$ cat config.mk
export PLATFORM = sky130hd
export DESIGN_NAME = video_sync_gen_flat
export DESIGN_NICKNAME = d
export VERILOG_FILES = /design/src/rtl/video_sync_gen_if.sv /design/src/rtl/video_sync_gen.sv /design/src/flat_wrapper.sv
export SDC_FILE = /design/constraint.sdc
export NUM_CORES = 1
export LEC_CHECK = 0
export BUFFER_PORTS_ARGS = -buffer_cell sky130_fd_sc_hd__clkbuf_2
export CORE_AREA = 3 3 58 60
export CTS_CLUSTER_DIAMETER = 50
export CTS_CLUSTER_SIZE = 12
export DETAILED_ROUTE_END_ITERATION = 10
export DIE_AREA = 0 0 61 63
export PLACE_DENSITY = 0.86
export SYNTH_ARGS = -nofsm -noshare
export SYNTH_HDL_FRONTEND = slang
export SYNTH_SLANG_ARGS = --single-unit
$ cat constraint.sdc
create_clock -name clk -period 2.45 [get_ports clk]
set_input_delay 0.49 -clock clk [delete_from_list [all_inputs] [get_ports clk]]
set_output_delay 0.49 -clock clk [all_outputs]
set_load 0.1 [all_outputs]
$ cat src/rtl/video_sync_gen_if.sv
// Timing bus of the video sync generator: PROM port, pixel enable and the
// decoded raster timing consumed by the playfield, motion-object and IRQ logic.
interface video_sync_gen_if;
  logic       pix_ce;
  logic [7:0] prom_a;
  logic       prom_e1;
  logic       prom_e2;
  logic [3:0] prom_d;
  logic [8:0] hcount;
  logic [7:0] vcount;
  logic       hsync;
  logic       hblank;
  logic       vsync;
  logic       vblank;
  logic       irq;
  logic       line_start;
  logic       frame_start;

  modport master (
    input  pix_ce, prom_d,
    output prom_a, prom_e1, prom_e2, hcount, vcount, hsync, hblank,
           vsync, vblank, irq, line_start, frame_start
  );

  modport slave (
    output pix_ce, prom_d,
    input  prom_a, prom_e1, prom_e2, hcount, vcount, hsync, hblank,
           vsync, vblank, irq, line_start, frame_start
  );
endinterface

$ cat src/rtl/video_sync_gen.sv
// Master raster counter: horizontal timing decoded from hcount compares,
// vertical timing taken from a registered 256x4 PROM addressed by vcount.
module video_sync_gen #(
  parameter int H_TOTAL  = 384,
  parameter int HB_START = 256,
  parameter int HB_END   = 0,
  parameter int HS_START = 296,
  parameter int HS_END   = 328,
  parameter int H_VDEC   = 2,
  parameter int V_TOTAL  = 256
) (
  input  logic clk,
  input  logic reset,
  video_sync_gen_if.master bus
);

  localparam logic [8:0] H_LAST = 9'(H_TOTAL - 1);
  localparam logic [7:0] V_LAST = 8'(V_TOTAL - 1);
  localparam logic [8:0] HS_S   = 9'(HS_START);
  localparam logic [8:0] HS_E   = 9'(HS_END);
  localparam logic [8:0] HB_S   = 9'(HB_START);
  localparam logic [8:0] H_DEC  = 9'(H_VDEC);

  logic [8:0] hcount_q, h_next;
  logic [7:0] vcount_q, v_next;
  logic       h_wrap, v_wrap;
  logic       hsync_q, hsync_next;
  logic       hblank_q, hblank_next;
  logic       vsync_q, vblank_q, hist_q, irq_q;
  logic       line_start_q, frame_start_q;
  logic       sample;
  logic       unused;

  always_comb begin
    h_wrap     = (hcount_q == H_LAST);
    v_wrap     = (vcount_q == V_LAST);
    h_next     = h_wrap ? 9'd0 : hcount_q + 9'd1;
    v_next     = vcount_q;
    if (h_wrap) v_next = v_wrap ? 8'd0 : vcount_q + 8'd1;
    hsync_next = (h_next >= HS_S) && (h_next < HS_E);
    // hcount==H_VDEC is at least one clock after prom_a last moved.
    sample     = bus.pix_ce && (hcount_q == H_DEC);
  end

  // A zero HB_END means blanking ends exactly at the wrap, so no low compare.
  generate
    if (HB_END == 0) begin : g_hb_plain
      assign hblank_next = (h_next >= HB_S);
    end else begin : g_hb_wrap
      localparam logic [8:0] HB_E = 9'(HB_END);
      assign hblank_next = (h_next >= HB_S) || (h_next < HB_E);
    end
  endgenerate

  always_ff @(posedge clk) begin
    if (reset) begin
      hcount_q      <= 9'd0;
      vcount_q      <= 8'd0;
      hsync_q       <= 1'b0;
      hblank_q      <= 1'b0;
      vsync_q       <= 1'b0;
      vblank_q      <= 1'b0;
      hist_q        <= 1'b0;
      irq_q         <= 1'b0;
      line_start_q  <= 1'b0;
      frame_start_q <= 1'b0;
    end else begin
      line_start_q  <= 1'b0;
      frame_start_q <= 1'b0;
      irq_q         <= 1'b0;
      if (bus.pix_ce) begin
        hcount_q      <= h_next;
        vcount_q      <= v_next;
        hsync_q       <= hsync_next;
        hblank_q      <= hblank_next;
        line_start_q  <= h_wrap;
        frame_start_q <= h_wrap && v_wrap;
      end
      if (sample) begin
        vsync_q  <= bus.prom_d[1];
        vblank_q <= bus.prom_d[2];
        hist_q   <= bus.prom_d[0];
        irq_q    <= bus.prom_d[0] && !hist_q;
      end
    end
  end

  assign unused          = bus.prom_d[3];
  assign bus.prom_a      = vcount_q;
  assign bus.prom_e1     = !reset;
  assign bus.prom_e2     = !reset;
  assign bus.hcount      = hcount_q;
  assign bus.vcount      = vcount_q;
  assign bus.hsync       = hsync_q;
  assign bus.hblank      = hblank_q;
  assign bus.vsync       = vsync_q;
  assign bus.vblank      = vblank_q;
  assign bus.irq         = irq_q;
  assign bus.line_start  = line_start_q;
  assign bus.frame_start = frame_start_q;

endmodule

$ cat src/flat_wrapper.sv
// flat-port wrapper written by rule: the top's interface ports become plain ports
module video_sync_gen_flat 
#(
  parameter int H_TOTAL  = 384,
  parameter int HB_START = 256,
  parameter int HB_END   = 0,
  parameter int HS_START = 296,
  parameter int HS_END   = 328,
  parameter int H_VDEC   = 2,
  parameter int V_TOTAL  = 256
)
  (clk, reset, bus_pix_ce, bus_prom_d, bus_prom_a, bus_prom_e1, bus_prom_e2, bus_hcount, bus_vcount, bus_hsync, bus_hblank, bus_vsync, bus_vblank, bus_irq, bus_line_start, bus_frame_start);
  video_sync_gen_if bus_i ();
  input  logic clk;
  input  logic reset;
  input wire logic [$bits(bus_i.pix_ce)-1:0] bus_pix_ce;
  input wire logic [$bits(bus_i.prom_d)-1:0] bus_prom_d;
  output wire logic [$bits(bus_i.prom_a)-1:0] bus_prom_a;
  output wire logic [$bits(bus_i.prom_e1)-1:0] bus_prom_e1;
  output wire logic [$bits(bus_i.prom_e2)-1:0] bus_prom_e2;
  output wire logic [$bits(bus_i.hcount)-1:0] bus_hcount;
  output wire logic [$bits(bus_i.vcount)-1:0] bus_vcount;
  output wire logic [$bits(bus_i.hsync)-1:0] bus_hsync;
  output wire logic [$bits(bus_i.hblank)-1:0] bus_hblank;
  output wire logic [$bits(bus_i.vsync)-1:0] bus_vsync;
  output wire logic [$bits(bus_i.vblank)-1:0] bus_vblank;
  output wire logic [$bits(bus_i.irq)-1:0] bus_irq;
  output wire logic [$bits(bus_i.line_start)-1:0] bus_line_start;
  output wire logic [$bits(bus_i.frame_start)-1:0] bus_frame_start;
  assign bus_i.pix_ce = bus_pix_ce;
  assign bus_i.prom_d = bus_prom_d;
  assign bus_prom_a = bus_i.prom_a;
  assign bus_prom_e1 = bus_i.prom_e1;
  assign bus_prom_e2 = bus_i.prom_e2;
  assign bus_hcount = bus_i.hcount;
  assign bus_vcount = bus_i.vcount;
  assign bus_hsync = bus_i.hsync;
  assign bus_hblank = bus_i.hblank;
  assign bus_vsync = bus_i.vsync;
  assign bus_vblank = bus_i.vblank;
  assign bus_irq = bus_i.irq;
  assign bus_line_start = bus_i.line_start;
  assign bus_frame_start = bus_i.frame_start;
  video_sync_gen #(.H_TOTAL(H_TOTAL), .HB_START(HB_START), .HB_END(HB_END), .HS_START(HS_START), .HS_END(HS_END), .H_VDEC(H_VDEC), .V_TOTAL(V_TOTAL)) u_core (.clk(clk), .reset(reset), .bus(bus_i));
endmodule
# After elaboration in Yosys (flattened, before gate mapping)
# Index checks and enable logic that the tools add are counted.
# word_totals
reg_bits	25
inputBits	7
out_inout_bits	34
wordCells	31
# classes
add_sub_neg	2
magnitude_cmp	3
n_eq_ne	3
mux	2
n_bitwise	2
n_reduce_logical	9
# ops
cell	count
$ge 9x9->1 const B	2
$add 9x1->9 const B	1
$eq 9x2->1 const B	1
$eq 9x9->1 const B	1
$lt 9x9->1 const B	1
$mux 9	1
$add 8x1->8 const B	1
$eq 8x8->1 const B	1
$mux 8	1
$logic_and 1x1->1	4
$reduce_or 2->1	2
$logic_not 1->1	2
$not 1->1	2
$reduce_and 2->1	1

# Depth between registers and ports, before layout
# Gate-level depths: netlist (run 1).
# depth
ltp_word	4
depth_mapped	7
mapped_depth_nobuf	6

# Worst setup path before layout (run 1)
# OpenSTA, ideal clock, no wires.
# synth_path
kind	reg2reg
from	reg u_core.hcount_q[0] (netlist: u_core.bus.hcount[0])
to	reg u_core.vcount_q[0] (netlist: u_core.bus.prom_a[0])
setup_ps	132
arrival_ps	2393
t_required_ps	2318
slack_ps	-75
stages_incl_launch_ff	8
path_buffers	1
synth_period_minus_slack_ps	2525
path_cell_list	dfxtp_1 ha_1 buf_6 nand4_4 nor3_4 nand4_2 nor2_1 nor3_1
# synth_between
elab_chain_cells	2
# synth_rtl
element	line	rtl
start, declared	video_sync_gen.sv:24	logic [8:0] hcount_q, h_next;
start signal, assigned	video_sync_gen.sv:72	hcount_q <= h_next;
$eq 9x9->1	video_sync_gen.sv:35	h_wrap = (hcount_q == H_LAST);
$reduce_and 2->1 (no source line)	n/a	
end signal, assigned	video_sync_gen.sv:73	vcount_q <= v_next;
end, declared	video_sync_gen.sv:25	logic [7:0] vcount_q, v_next;
# Every way passes these cells.
# A chain may end at the register's enable or synchronous reset.

# Worst setup path after layout (run 1)
# layout_path
from	reg u_core.hcount_q[0] (netlist: u_core.bus.hcount[0])
to	reg u_core.vcount_q[5] (netlist: u_core.bus.prom_a[5])
# The elaborated chain is that of the path after synthesis.

==> impl_metrics.py, run 1 <==
metrics = {
    "outcome": {
        "status": "complete, no violations",
    },
    "floorplanning": {
        "rows": 20,
        "die_area_um2": 3840,
        "core-area_um2": 2980,
        "die_x_um": 61,
        "die_y_um": 63,
        "boundaryPins": 41,
        "effective_utilization_at_floorplan_pct": 48.5,
    },
    "clock_network": {
        "cts_htree_levels": 1,
        "cts.repair.resized": 0,
        "clock_insertion_delay_worst_skew_ps": 320,
        "clock_sinks": 24,
        "holdBufCountCts": 0,
        "post-cts-setup-buffer-count": 0,
        "cts_inserted_buffers": 3,
        "cts.root.buffer_cell": "sky130_fd_sc_hd__clkbuf_4",
        "cts.clk_slew.worst_paths_ps": 130,
        "clock_path_buffers": 2,
        "tritoncts": "yes",
    },
    "sta": {
        "relSlewSlack_pct": 63.6,
        "setup_viol": 0,
        "max_freq_mhz": 488,
        "report.final.hold_viol_count": 0,
        "timing.hold.ws_ps": 401,
        "rsz_0062_raised_after_global_routing": "false",
        "final_period_minus_worst_setup_slack_ps": 2050,
        "layout_worst_path_cycle_share_pct": 83.7,
        "final_max_slew_viol_count": 0,
        "total_negative_slack_for_setup_checks_ps": 0,
        "worst_slew_pin_slew_ps": 548,
        "timing.clock.skew_ps": 2.83,
    },
    "synth": {
        "dominantRegCellSynth": "sky130_fd_sc_hd__dfxtp_1",
        "netlist_top_cells_area": "sky130_fd_sc_hd__dfxtp_1, sky130_fd_sc_hd__buf_4, sky130_fd_sc_hd__nor2_1",
        "post_synth_xor_area_fraction_pct": 6.07,
        "gate_count_of_the_mapped_netlist": 166,
        "top_cell_type_by_total_area_after_synthesis": "sky130_fd_sc_hd__dfxtp_1",
        "postSynth.asyncResetShare_pct": 0,
        "synth_adder_area_share_pct": 2.60,
        "synth_cell_types": 44,
        "synth.cells.most_frequent": "sky130_fd_sc_hd__dfxtp_1, sky130_fd_sc_hd__nor2_1, sky130_fd_sc_hd__buf_4, sky130_fd_sc_hd__nand2_1, sky130_fd_sc_hd__xor2_1",
        "synth-edff-count": 0,
        "synth_top_family_by_area": "simple AND/OR/NAND/NOR gates",
        "synth_area_in_compound_gates_pct": 12.7,
        "yosys.area_share.simple_pct": 26.6,
        "sequential_element_share_of_the_synthesized_area_pct": 33.3,
        "yosys.cell_count.top_type": "sky130_fd_sc_hd__dfxtp_1",
        "syn-mean-instance-area_um2": 8.70,
        "yosys_warn_count": 0,
        "synth.area.mux_share_pct": 4.85,
        "synth.net_count": 176,
        "synth.cell_area_um2": 1440,
        "synth.ff_latch_count": 24,
        "yosysTopAreaCellShare_pct": 33.3,
    },
    "global_routing": {
        "grt.total_usage_pct": 16.5,
        "grt_start_max_net_pins": 25,
        "grt_first_pass_wirelength_um": 4950,
        "grt.overflow.total": 0,
        "grt_pass1_vias": 1129,
        "antenna_found_initial": 0,
    },
    "worst_setup_path": {
        "worst_r2r_startpoint": "u_core.bus.hcount[0]",
        "endpoint_kind": "flop",
        "critPathSlowestCell": "sky130_fd_sc_hd__nor3_4",
        "ff2ff_setup_slack_ps": 400,
        "critPathMaxStageDelay_ps": 430,
        "worstPathBufferInverterCount": 0,
        "path_delay_family": "simple AND/OR/NAND/NOR gates",
        "crit_type": "flop to flop",
        "timing.critical_path.required_ps": 2670,
        "critical_path.max_fanout": 9,
        "rr_endpoint": "u_core.bus.prom_a[5]",
        "timing.critical_path.cells": "ha_1, nand4_4, nor3_4, nand4_2, nor2_1, nor3_1",
        "r2r_cells": 6,
        "arrival_ps": 2270,
        "setup.worst_path.start_class": "flop",
    },
    "routing": {
        "drt-total-wl_um": 2850,
        "avgViaCountPerCell": 5.59,
        "detail_route.drc_violations": 0,
        "pre_antenna_drt_iters": 4,
        "route.vias.total": 1242,
        "detail-route-antenna-nets": 0,
        "drtIter0Drc": 52,
        "wl_per_cell_um": 12.8,
    },
    "min_path": {
        "min_from": "bus_prom_d[1]",
        "hold_path_end": "u_core.bus.vsync",
        "hold_path_depth": 3,
        "holdCritPathClass": "input pin to flop",
    },
    "pwr": {
        "cellPowerDensity_nw_per_um2": 503,
        "max-vdd-ir-drop_v": 0.000394,
        "cellLeakagePower_uw": 0.000682,
    },
    "layout": {
        "fill_cells": 281,
        "layout.core_utilization_pct": 52.4,
        "number_of_diodes_added_for_antenna_fixing": 0,
        "footprint_of_the_multi_input_gates_um2": 763,
        "post_route_cells_drive_above_1_share_pct": 28.6,
        "final-seq-area_um2": 483,
        "flow.area_growth_from_synthesis_pct": 8.15,
        "nNetsFinal": 200,
    },
    "flow_run": {
        "reported_max_cap_violation_count": 0,
    },
    "place": {
        "detailed_place_hpwl_um": 2080,
        "finalWeightedCongestion": 0.887,
        "buffer_ports.inserted": 39,
    },
}
[cell families (layout without fill, tap and decap cells)]
kind of cell             Yosys count  in the layout
AND/OR/NAND/NOR                   68             68
multiplexers                       7              7
flip-flops                        24             24
adder cells (fa/ha/maj)            3              3
AO/OA/AOI/OAI                     28             28
buffers and inverters             26             49
XOR/XNOR                          10             10
[worst register-to-register path, cell delays in order (launching register included)]
cell                      delay (ps)
sky130_fd_sc_hd__dfxtp_2         420
sky130_fd_sc_hd__ha_1            400
sky130_fd_sc_hd__nand4_4         220
sky130_fd_sc_hd__nor3_4          430
sky130_fd_sc_hd__nand4_2         190
sky130_fd_sc_hd__nor2_1          210
sky130_fd_sc_hd__nor3_1           80
[cells in the final DEF, fill, tap and decap left out, types with 5 or more instances in the layout]
| cell type | n |
|---|---|
| sky130_fd_sc_hd__a21oi_1 | 7 |
| sky130_fd_sc_hd__clkbuf_2 | 39 |
| sky130_fd_sc_hd__dfxtp_1 | 22 |
| sky130_fd_sc_hd__inv_1 | 5 |
| sky130_fd_sc_hd__mux2i_1 | 7 |
| sky130_fd_sc_hd__nand2_1 | 11 |
| sky130_fd_sc_hd__nor2_1 | 22 |
| sky130_fd_sc_hd__nor3_1 | 5 |
| sky130_fd_sc_hd__o21ai_0 | 7 |
| sky130_fd_sc_hd__xor2_1 | 8 |
[per-layer routing]
metal,part of all wire (%),up-vias,global-route usage (%)
met5,0,-,0
met2,48,45,26.2
li1,-,618,-
met4,1.3,0,6.50
met1,43,572,20.6
met3,7.2,7,4.55
[metrics by stage]
step | worst slack [ps] | cells | power, uW | cell area (um^2)
final | 399 | 222 | 785 | 1560
after global routing | 271 | 222 | 819 | 1560
after CTS | 409 | 222 | 795 | 1560
after detailed placement | 425 | 218 | 503 | 1510
after global placement | 457 | 218 | 502 | 1510
after floorplan | 162 | 166 | 491 | 1450
[report_power, final]
group | switching [uW] | internal, uW | total, uW
clock | 125 | 166 | 290
sequential | 7.81 | 396 | 404
combinational | 71.3 | 19.1 | 90.4
total | 204 | 581 | 785
[area by class of cell]
type	instances	share of cell area, %
flip-flops and latches	24	30.9
well taps	33	2.64
clock inverters	1	1.92
repair buffers	40	13.0
inverters	5	1.20
multi-input cells	116	48.9
clock buffers	3	1.44
[sequential cells by signal, summed over array words and instances (netlist names)]
register                flops
u_core.bus.vblank           1
u_core.bus.line_start       1
u_core.bus.hblank           1
u_core.bus.hcount           8
u_core.bus.hsync            1
u_core.bus.frame_start      1
u_core.bus.vsync            1
u_core.bus.irq              1
u_core.hist_q               1
u_core.bus.prom_a           8
[worst max-delay path by stage]
| stage | cells past startpoint | slack (ps) | startpoint | end |
|---|---|---|---|---|
| CTS | 6 | 410 | u_core.bus.hcount[0] | u_core.bus.prom_a[5] |
| global route | 6 | 270 | u_core.bus.hcount[0] | u_core.bus.hcount[3] |
| detailed placement | 6 | 430 | u_core.bus.hcount[0] | u_core.bus.prom_a[5] |
| global placement | 6 | 460 | u_core.bus.hcount[0] | u_core.bus.prom_a[5] |
| floorplan | 6 | 160 | u_core.bus.hcount[4] | u_core.bus.prom_a[0] |
| finish | 6 | 400 | u_core.bus.hcount[0] | u_core.bus.prom_a[5] |
Power figures use the tool's default switching activity.
==> run 2: changes to the inputs <==
CORE_AREA = 3 3 61 63   (was 3 3 58 60)
DIE_AREA = 0 0 64 66   (was 0 0 61 63)
PLACE_DENSITY = 0.83   (was 0.86)
clock period = 1.68 ns   (was 2.45 ns; I/O delays follow)
==> run 2 against run 1 <==
  * Total power is 46% higher
  * Clock-buffer cell count is the same
  * Routed wire length up 12%
  * Worst hold slack worse by 160 ps
  * Final area grew 14%
  * Sequential cell count did not move
  * Final cell count increased by 11%
  * Utilization increased by 1.5 points
  * Clock power is 42% higher
  * Non-clock buffer count is 12 higher
==> impl_metrics.py, run 2 (synthesis results as in run 1) <==
metrics = {
    "sta": {
        "final_max_slew_viol_count": 0,
        "timing.clock.skew_ps": 13.3,
        "report.final.hold_viol_count": 0,
        "max_freq_mhz": 628,
        "timing.hold.ws_ps": 244,
        "layout_worst_path_cycle_share_pct": 94.8,
        "setup_viol": 0,
        "final_period_minus_worst_setup_slack_ps": 1590,
        "relSlewSlack_pct": 63.7,
        "worst_slew_pin_slew_ps": 547,
        "setup_slack_ps": 86.9,
    },
    "floorplanning": {
        "die_area_um2": 4220,
        "die_y_um": 66,
        "core-area_um2": 3280,
        "boundaryPins": 41,
        "die_x_um": 64,
        "rows": 21,
        "effective_utilization_at_floorplan_pct": 44.0,
    },
    "min_path": {
        "holdCritPathClass": "input pin to flop",
        "hold_path_depth": 3,
        "min_from": "bus_prom_d[1]",
        "hold_path_end": "u_core.bus.vsync",
    },
    "routing": {
        "route.vias.total": 1294,
        "drt-total-wl_um": 3180,
        "detail_route.drc_violations": 0,
        "detail-route-antenna-nets": 0,
        "drtIter0Drc": 55,
        "wl_per_cell_um": 12.9,
        "pre_antenna_drt_iters": 4,
        "avgViaCountPerCell": 5.24,
    },
    "clock_network": {
        "holdBufCountCts": 0,
        "cts_htree_levels": 1,
        "clock_insertion_delay_worst_skew_ps": 310,
        "clock_sinks": 24,
        "cts_inserted_buffers": 3,
        "cts.root.buffer_cell": "sky130_fd_sc_hd__clkbuf_4",
        "tritoncts": "yes",
        "clock_path_buffers": 2,
        "cts.clk_slew.worst_paths_ps": 140,
    },
    "worst_setup_path": {
        "timing.critical_path.required_ps": 1920,
        "timing.critical_path.cells": "ha_4, nand4_4, buf_4, or4_1, a21oi_2",
        "critPathMaxStageDelay_ps": 480,
        "critical_path.max_fanout": 7,
        "crit_type": "flop to flop",
        "worst_r2r_startpoint": "u_core.bus.hcount[1]",
        "ff2ff_setup_slack_ps": 90,
        "rr_endpoint": "u_core.bus.hblank",
        "critPathSlowestCell": "sky130_fd_sc_hd__or4_1",
        "setup.worst_path.start_class": "flop",
        "arrival_ps": 1840,
        "endpoint_kind": "flop",
        "r2r_cells": 5,
    },
    "global_routing": {
        "grt.overflow.total": 0,
        "grt.total_usage_pct": 15.1,
        "grt_first_pass_wirelength_um": 5200,
        "antenna_found_initial": 0,
        "grt_start_max_net_pins": 25,
        "grt_pass1_vias": 1149,
    },
    "layout": {
        "post_route_cells_drive_above_1_share_pct": 42.3,
        "number_of_diodes_added_for_antenna_fixing": 0,
        "layout.cells.most_common": "sky130_fd_sc_hd__clkbuf_2",
        "finish.instance_area_um2": 1770,
        "final_cell_mix": "sky130_fd_sc_hd__clkbuf_2, sky130_fd_sc_hd__nor2_1, sky130_fd_sc_hd__buf_4",
        "flow.area_growth_from_synthesis_pct": 22.8,
        "nNetsFinal": 212,
    },
    "place": {
        "dpl_cell_area_um2": 1650,
        "detailedPlace.worstSlack_ps": 114,
        "buffer_ports.inserted": 39,
        "finalWeightedCongestion": 0.908,
        "detailed_place_hpwl_um": 2290,
    },
    "pwr": {
        "cellLeakagePower_uw": 0.000778,
        "power.net_switching_uw": 295,
        "switching_share_pct": 25.7,
        "clock_power_share_pct": 36.0,
        "max-vdd-ir-drop_v": 0.000317,
        "combPwrFrac_pct": 13.8,
        "power_report.internal_total_uw": 852,
        "p_seq_share_pct": 50.2,
        "cellPowerDensity_nw_per_um2": 647,
        "design_power_total_uw": 1150,
    },
    "outcome": {
        "status": "complete, no violations",
    },
    "flow_run": {
        "reported_max_cap_violation_count": 0,
    },
}
==> run 2: worst max path at each step <==
| stage | startpoint | endpoint | slack (ps) | cells after the start |
|---|---|---|---|---|
| 2_1_floorplan | u_core.bus.hcount[1] | u_core.bus.prom_a[0] | -110 | 7 |
| 3_3_place_gp | u_core.bus.hcount[1] | u_core.bus.prom_a[0] | 150 | 6 |
| 3_5_place_dp | u_core.bus.hcount[1] | u_core.bus.prom_a[2] | 110 | 7 |
| 4_1_cts | u_core.bus.hcount[1] | u_core.bus.prom_a[2] | 80 | 7 |
| 5_1_grt | u_core.bus.hcount[1] | u_core.bus.prom_a[5] | -9 | 7 |
| 6_report | u_core.bus.hcount[1] | u_core.bus.hblank | 90 | 5 |
==> run 2: metrics by stage <==
stage | std cells | util, % | setup TNS, ps
CTS | 239 | 52.0 | 0
global route | 247 | 54.0 | -8.56
detailed placement | 235 | 50.4 | 0
finish | 247 | 54.0 | 0
floorplan | 166 | - | -446
global placement | 235 | 50.4 | 0
==> run 2: power by group through the flow <==
stage	logic (uW)	clock network [uW]	registers (uW)
6_report	158	413	576
5_1_grt	167	455	577
4_1_cts	146	428	578
3_5_place_dp	146	0	591
3_3_place_gp	145	0	590
2_1_floorplan	70.1	0	636
==> run 2: what timing repair did <==
item	4_1_cts	5_1_grt
setup buffers	0	8
gates resized for setup	0	2
setup endpoints to repair	0	5
==> run 2: layout make-up <==
| class | count | area [um^2] |
|---|---|---|
| well taps | 46 | 57.6 |
| clock buffers | 3 | 22.5 |
| fillers | 326 | 1510 |
| clock inverters | 1 | 30.0 |
| flip-flops and latches | 24 | 527 |
| inverters | 5 | 22.5 |
| repair buffers | 52 | 323 |
| multi-input cells | 116 | 791 |
==> run 2: routing by layer <==
metal,routed length [um],global-route usage [%],up-vias
li1,-,-,645
met1,1410,19.4,616
met3,157,2.04,2
met5,0,0,-
met2,1600,26.1,31
met4,15,4.31,0
==> run 2: worst max-delay path, delay by kind of cell (launching register included) <==
| kind | cells | cell delay, ps |
|---|---|---|
| AO/OA/AOI/OAI | 1 | 120 |
| adder cells (fa/ha/maj) | 1 | 180 |
| buffers and inverters | 1 | 180 |
| flip-flops | 1 | 420 |
| AND/OR/NAND/NOR | 2 | 630 |
